$ cat config.mk
export PLATFORM = sky130hd
export DESIGN_NAME = alu_arbiter
export DESIGN_NICKNAME = d
export VERILOG_FILES = /design/src/rtl/alu_arbiter.sv
export SDC_FILE = /design/constraint.sdc
export NUM_CORES = 1
export LEC_CHECK = 0
export CAP_MARGIN = 15
export CORE_AREA = 2 2 146 148
export CTS_BUF_LIST = sky130_fd_sc_hd__clkbuf_16
export CTS_CLUSTER_SIZE = 20
export DETAILED_ROUTE_END_ITERATION = 7
export DIE_AREA = 0 0 148 150
export GPL_TIMING_DRIVEN = 0
export SYNTH_ARGS = -nofsm -noshare
export SYNTH_HDL_FRONTEND = slang
export SYNTH_SLANG_ARGS = --single-unit
$ cat constraint.sdc
create_clock -name clock -period 7.05 [get_ports clock]
set_clock_uncertainty 0.1 [all_clocks]
set_input_delay 2.115 -clock clock [delete_from_list [all_inputs] [get_ports clock]]
set_output_delay 2.115 -clock clock [all_outputs]
set_load 0.03 [all_outputs]
$ cat src/rtl/alu_arbiter.sv
// rtl/alu_arbiter.sv - two-port valid/ready arbiter in front of the shared CPU alu
//
// Purpose: shares one alu between REQ0 (execute stage) and REQ1 (branch/aux unit).
//   Grants at most one request per cycle (round-robin or fixed priority), drives the alu
//   operand/opcode inputs, and captures result plus flags into a per-port response register.
// Ports:
//   clock, reset                      rising-edge clock, synchronous active-high reset
//   reqN_valid/ready                  request handshake, N = 0,1
//   reqN_opcode/shamt/a/b             alu opcode, shift amount, operands
//   rspN_valid/ready                  response handshake
//   rspN_result, rspN_flags           captured result, {illegal_op, overflow, isLessThan, isNotEqual}
//   alu_rst, alu_opcode/shamt/a/b     drive the alu instance
//   alu_result, alu_ne/lt/ovf         returned from the alu instance
//   grantN_cnt                        saturating count of accepted requests per port
module alu_arbiter #(
    parameter int FIXED_PRIO = 0,
    parameter int IN_REG     = 0,
    parameter int CNT_W      = 16
) (
    input  logic             clock,
    input  logic             reset,
    input  logic             req0_valid,
    output logic             req0_ready,
    input  logic [4:0]       req0_opcode,
    input  logic [4:0]       req0_shamt,
    input  logic [31:0]      req0_a,
    input  logic [31:0]      req0_b,
    input  logic             req1_valid,
    output logic             req1_ready,
    input  logic [4:0]       req1_opcode,
    input  logic [4:0]       req1_shamt,
    input  logic [31:0]      req1_a,
    input  logic [31:0]      req1_b,
    output logic             rsp0_valid,
    input  logic             rsp0_ready,
    output logic [31:0]      rsp0_result,
    output logic [3:0]       rsp0_flags,
    output logic             rsp1_valid,
    input  logic             rsp1_ready,
    output logic [31:0]      rsp1_result,
    output logic [3:0]       rsp1_flags,
    output logic             alu_rst,
    output logic [4:0]       alu_opcode,
    output logic [4:0]       alu_shamt,
    output logic [31:0]      alu_a,
    output logic [31:0]      alu_b,
    input  logic [31:0]      alu_result,
    input  logic             alu_ne,
    input  logic             alu_lt,
    input  logic             alu_ovf,
    output logic [CNT_W-1:0] grant0_cnt,
    output logic [CNT_W-1:0] grant1_cnt
);

    logic        rr_ptr;          // port preferred on the next contended cycle
    logic        stage_valid;
    logic        stage_port;
    logic [4:0]  stage_opcode;
    logic [4:0]  stage_shamt;
    logic [31:0] stage_a;
    logic [31:0] stage_b;

    logic        elig0, elig1;
    logic        grant0, grant1;
    logic        iss_valid;
    logic        iss_port;
    logic [4:0]  iss_opcode;
    logic [4:0]  iss_shamt;
    logic [31:0] iss_a;
    logic [31:0] iss_b;
    logic [3:0]  iss_flags;
    logic        wr0, wr1;

    assign alu_rst = reset;

    // A port may only be granted if its response slot is guaranteed free at the edge where
    // the result lands. With the stage register that edge is one later, so a port that already
    // has an op in flight must wait; the other port can still issue back to back.
    always_comb begin
        elig0 = !reset && req0_valid && (!rsp0_valid || rsp0_ready);
        elig1 = !reset && req1_valid && (!rsp1_valid || rsp1_ready);
        if (IN_REG != 0 && stage_valid) begin
            if (stage_port) elig1 = 1'b0;
            else            elig0 = 1'b0;
        end
    end

    always_comb begin
        grant0 = 1'b0;
        grant1 = 1'b0;
        if (elig0 && elig1) begin
            if (FIXED_PRIO != 0 || !rr_ptr) grant0 = 1'b1;
            else                            grant1 = 1'b1;
        end else begin
            grant0 = elig0;
            grant1 = elig1;
        end
    end

    assign req0_ready = grant0;
    assign req1_ready = grant1;

    // Issue source: the granted request directly, or the stage register one cycle later.
    always_comb begin
        iss_valid  = 1'b0;
        iss_port   = 1'b0;
        iss_opcode = 5'd0;
        iss_shamt  = 5'd0;
        iss_a      = 32'd0;
        iss_b      = 32'd0;
        if (IN_REG == 0) begin
            if (grant0) begin
                iss_valid  = 1'b1;
                iss_opcode = req0_opcode;
                iss_shamt  = req0_shamt;
                iss_a      = req0_a;
                iss_b      = req0_b;
            end else if (grant1) begin
                iss_valid  = 1'b1;
                iss_port   = 1'b1;
                iss_opcode = req1_opcode;
                iss_shamt  = req1_shamt;
                iss_a      = req1_a;
                iss_b      = req1_b;
            end
        end else if (stage_valid) begin
            iss_valid  = 1'b1;
            iss_port   = stage_port;
            iss_opcode = stage_opcode;
            iss_shamt  = stage_shamt;
            iss_a      = stage_a;
            iss_b      = stage_b;
        end
    end

    assign alu_opcode = iss_opcode;
    assign alu_shamt  = iss_shamt;
    assign alu_a      = iss_a;
    assign alu_b      = iss_b;

    // The alu's overflow output is only meaningful for ADD/SUB.
    assign iss_flags = {iss_opcode > 5'd5,
                        alu_ovf && (iss_opcode == 5'd0 || iss_opcode == 5'd1),
                        alu_lt,
                        alu_ne};
    assign wr0 = iss_valid && !iss_port;
    assign wr1 = iss_valid &&  iss_port;

    always_ff @(posedge clock) begin
        if (reset) begin
            stage_valid  <= 1'b0;
            stage_port   <= 1'b0;
            stage_opcode <= 5'd0;
            stage_shamt  <= 5'd0;
            stage_a      <= 32'd0;
            stage_b      <= 32'd0;
            rr_ptr       <= 1'b0;
        end else begin
            stage_valid <= (IN_REG != 0) && (grant0 || grant1);
            if (grant0 || grant1) begin
                stage_port   <= grant1;
                stage_opcode <= grant1 ? req1_opcode : req0_opcode;
                stage_shamt  <= grant1 ? req1_shamt  : req0_shamt;
                stage_a      <= grant1 ? req1_a      : req0_a;
                stage_b      <= grant1 ? req1_b      : req0_b;
            end
            if (grant0)      rr_ptr <= 1'b1;
            else if (grant1) rr_ptr <= 1'b0;
        end
    end

    // A landing result wins over the handshake clear, so valid stays high with new data.
    always_ff @(posedge clock) begin
        if (reset) begin
            rsp0_valid  <= 1'b0;
            rsp0_result <= 32'd0;
            rsp0_flags  <= 4'd0;
        end else if (wr0) begin
            rsp0_valid  <= 1'b1;
            rsp0_result <= alu_result;
            rsp0_flags  <= iss_flags;
        end else if (rsp0_ready) begin
            rsp0_valid  <= 1'b0;
        end
    end

    always_ff @(posedge clock) begin
        if (reset) begin
            rsp1_valid  <= 1'b0;
            rsp1_result <= 32'd0;
            rsp1_flags  <= 4'd0;
        end else if (wr1) begin
            rsp1_valid  <= 1'b1;
            rsp1_result <= alu_result;
            rsp1_flags  <= iss_flags;
        end else if (rsp1_ready) begin
            rsp1_valid  <= 1'b0;
        end
    end

    always_ff @(posedge clock) begin
        if (reset) begin
            grant0_cnt <= '0;
            grant1_cnt <= '0;
        end else begin
            if (grant0 && grant0_cnt != '1) grant0_cnt <= grant0_cnt + 1'b1;
            if (grant1 && grant1_cnt != '1) grant1_cnt <= grant1_cnt + 1'b1;
        end
    end

endmodule

==> out/qor_table.md <==
| Parameter | Reported |
| --- | --- |
| Combinational cell fraction of total power | 0.313 |
| DR vias | 6203 |
| Power per Cell Area | 177 nW/um^2 |
| Number of buffers inserted by port buffering | 371 |
| Setup slack after placement | -749 ps |
| Root buffer selected by CTS | clkbuf_16 |
| Clock latency on the worst-skew pair | 350 ps |
| First element of the critical path | rsp1_ready |
| Net Count, Synth | 807 |
| Number of warnings printed during yosys synthesis | 0 |
| Global-route wire length before repair | 37500 um |
| Detailed-placement wirelength estimate | 21800 um |
| Number of cell instances on the worst register-to-register path | 5 |
| Maximum fanout count along the critical path | 10 |
| Core ar. | 20700 um^2 |
| Startpoint kind of the worst setup timing path | input pin |
| GPL Wtd Cong | 0.845 |
| DR WL met2 | 13900 um |
| Worst flop-to-flop path startpoint | rsp1_valid$_SDFFE_PP0P_ |
| Effective utilization at floorplan | 0.240 |
| RSZ-0062 raised after global routing | no |
| Avg Inst Size Synth | 8.08 um^2 |
| Total wire length | 26700 um |
| Clock-pin slew reported for the worst setup and hold paths after clock tree synthesis | 70 ps |
| Worst flop-to-flop path endpoint | rsp0_result[22]$_SDFFE_PP0P_ |
| Cell internal pwr | 1110 uW |
| Synth area leaders | dfxtp_1, a22o_1, nand2_1 |
| Maximum ir drop on the vdd rail | 0.100 mV |
| Vertical die dimension | 150 um |
| Clock network fraction of total power | 0.292 |
| GRT Overall Usage | 0.227 |
| Maximum number of pins on one net before global-route repair | 19 |
| Detail Route Antenna Nets | 0 |
| Setup slack of the critical path after layout | 107 ps |
| Final Hold Violating Endpoints | 0 |
| CTS HTree Levels | 3 |
| DRC Markers | 0 |
| Top cells by instance count after synthesis | nand2_1, dfxtp_1, a22o_1 |
| Count of hold-fix buffers inserted at cts | 0 |
| Cell type with the highest aggregate area in the netlist | dfxtp_1 |
| Leakage power figure | 0.00356 uW |
| CTS tree | done |
| Fraction of synthesized cell area taken by the top area cell type | 0.431 |
| Met3 WL | 1820 um |
| Vias per inst | 4.83 |
| Overall die area | 22200 um^2 |
| Crit end category | output pin |
| Most used flip-flop cell after synthesis | dfxtp_1 |
| Endpoint arrival time on the critical path | 4730 ps |
| Met1 wire length | 10000 um |
| Maximum number of buffers from clock root to sink | 2 |
| Flop-to-flop setup slack | 4790 ps |
| Initial drt markers | 243 |
| Setup-violating endpoint count in the final report | 0 |
| Number of buffers inserted to repair setup after CTS | 0 |
| Routed wire per std cell | 20.8 um |
| Number of CTS-inserted buffers | 9 |
| Fraction of layout instances using a drive strength above 1 | 0.0568 |
| Share of the yosys chip area belonging to registers | 0.431 |
| Number of unique standard cell types used by synthesis | 46 |
| Final critical path time including I/O delays and setup | 6940 ps |
| Max Clk Rate | 0.144 GHz |
| Post-synthesis cell count | 616 |
| Max-capacitance violation count | 0 |
| Actual slew at the worst max-slew pin | 1030 ps |
| Crit path kind | in -> out |
| Slew headroom | 0.309 |
| Proportion of total power due to net switching | 0.327 |
| Dominant cell by count in the synthesized netlist | nand2_1 |
| # clock sinks | 107 |
| Final #Nets | 1189 |
| Standard-cell rows | 53 |
| Number of enable flip-flop cells after synthesis | 0 |
| Vias in the first global route | 5977 |
| Growth of design area from synthesis to finish | 87.7% |
| Max-slew violations | 0 |
| Worst Path Required | 4840 ps |
| Share of the clock period used by the worst path | 0.985 |
| Share of power burned in registers | 0.395 |
| Die width | 148 um |
| I/O Pins | 372 |
| Antenna violations before repair | 6 |
| Sum of overflow across all layers after global routing | 0 |
| Async set or reset register ratio after synthesis | 0 |
| Outcome | finished, final reports clean |
| Share of the core filled with cells in the final layout | 0.451 |
| Worst hold-check path type | reg -> reg |
| Top metal layer carrying routed signals | met4 |
| Critical path endpoint | alu_a[10] |
| Net switching power figure | 540 uW |
| Post-Synthesis Cell Area | 4970 um^2 |
| Number of register bits inferred by synthesis | 107 |
| Detailed Routing Iterations Pass 1 | 5 |
[state kept, by name, summed over array words and instances (netlist names)]
| name | count |
|---|---|
| rsp0_result | 32 |
| rsp1_result | 32 |
| grant0_cnt | 16 |
| grant1_cnt | 16 |
| rsp0_flags | 4 |
| rsp1_flags | 4 |
| rr_ptr | 1 |
| rsp0_valid | 1 |
| rsp1_valid | 1 |
[area by class of cell]
cell class	instances	area, um^2
fill	2149	11400
timing repair buffer	371	3700
multi-input combinational	456	2620
sequential	107	2140
tap	275	344
clock buffer	9	225
buffer	44	208
clock inverter	7	53.8
inverter	9	36.3
antenna	6	15.0
[per-layer routing]
layer | GRT usage | vias up
li1 | - | 3010
met1 | 0.240 | 2896
met2 | 0.414 | 254
met3 | 0.0588 | 43
met4 | 0.116 | 0
met5 | 0 | -
[cells in the final DEF, fill, tap and decap left out, types with 8 or more instances in the layout]
cell type        count
clkbuf_16            9
nor2_1              18
or3_1               10
clkdlybuf4s50_1    329
clkbuf_2            10
dlygate4sd2_1       28
a21oi_1             55
nand2_1            152
a22o_1              72
clkbuf_1            21
o21ai_0             47
nand4_1              8
dfxtp_1            107
buf_2               10
nand3_1             16
[worst max-delay path, cell delays in order]
cell	delay (ps)
clkdlybuf4s50_1	490
nor2b_4	260
nor2_2	120
or2_2	340
inv_2	190
buf_2	280
a22o_1	210
clkdlybuf4s50_1	710
[worst min path at each step]
| stage | end | startpoint | slack, ps | depth (start not counted) |
|---|---|---|---|---|
| detailed placement | rsp0_result[31]$_SDFFE_PP0P_ | rsp0_result[31]$_SDFFE_PP0P_ | 350 | 2 |
| CTS | rsp0_result[31]$_SDFFE_PP0P_ | rsp0_result[31]$_SDFFE_PP0P_ | 360 | 2 |
| floorplan | rr_ptr$_SDFFE_PP0P_ | rr_ptr$_SDFFE_PP0P_ | 420 | 2 |
| global route | rsp1_result[16]$_SDFFE_PP0P_ | rsp1_result[16]$_SDFFE_PP0P_ | 380 | 2 |
| finish | rsp1_flags[1]$_SDFFE_PP0P_ | rsp1_flags[1]$_SDFFE_PP0P_ | 360 | 2 |
| global placement | rsp0_result[7]$_SDFFE_PP0P_ | rsp0_result[7]$_SDFFE_PP0P_ | 340 | 2 |
[power groups by stage]
stage / Combinational [uW] / Sequential (uW) / Clock, uW
floorplan: 175 / 725 / 0
CTS: 521 / 652 / 498
finish: 516 / 652 / 482
detailed placement: 527 / 666 / 0
global placement: 526 / 665 / 0
global route: 544 / 656 / 521
[repair_timing]
| action | in CTS | in global routing |
|---|---|---|
| pin swaps | 0 | 0 |
| resized for setup | 57 | 15 |
| hold endpoints to repair | 0 | 0 |
| endpoints found under the setup margin | 74 | 47 |
[metrics by stage]
| step | hold slack, ps | instance area, um^2 | setup TNS [ps] | cells | total power (uW) |
|---|---|---|---|---|---|
| after floorplan | 424 | 4970 | 0 | 616 | 900 |
| after global placement | 342 | 9030 | -32770 | 1262 | 1190 |
| after detailed placement | 348 | 9030 | -32370 | 1262 | 1190 |
| after CTS | 359 | 9300 | 0 | 1278 | 1670 |
| after global routing | 376 | 9340 | 0 | 1284 | 1720 |
| final | 358 | 9340 | 0 | 1284 | 1650 |
[cell families (layout without fill, tap and decap cells)]
group / count (synthesis) / count (layout) / share of synthesized area
AOI/OAI and AO/OA: 201 / 201 / 0.276
xor gates and xnor gates: 5 / 5 / 0.00880
adders and majority gates: 2 / 2 / 0.00503
buffers and inverters: 53 / 440 / 0.0450
DFF: 107 / 107 / 0.431
muxes: 6 / 6 / 0.0126
other: 0 / 6 / 0
and+or+nand+nor: 242 / 242 / 0.222
(Power assumes the default switching activity.)
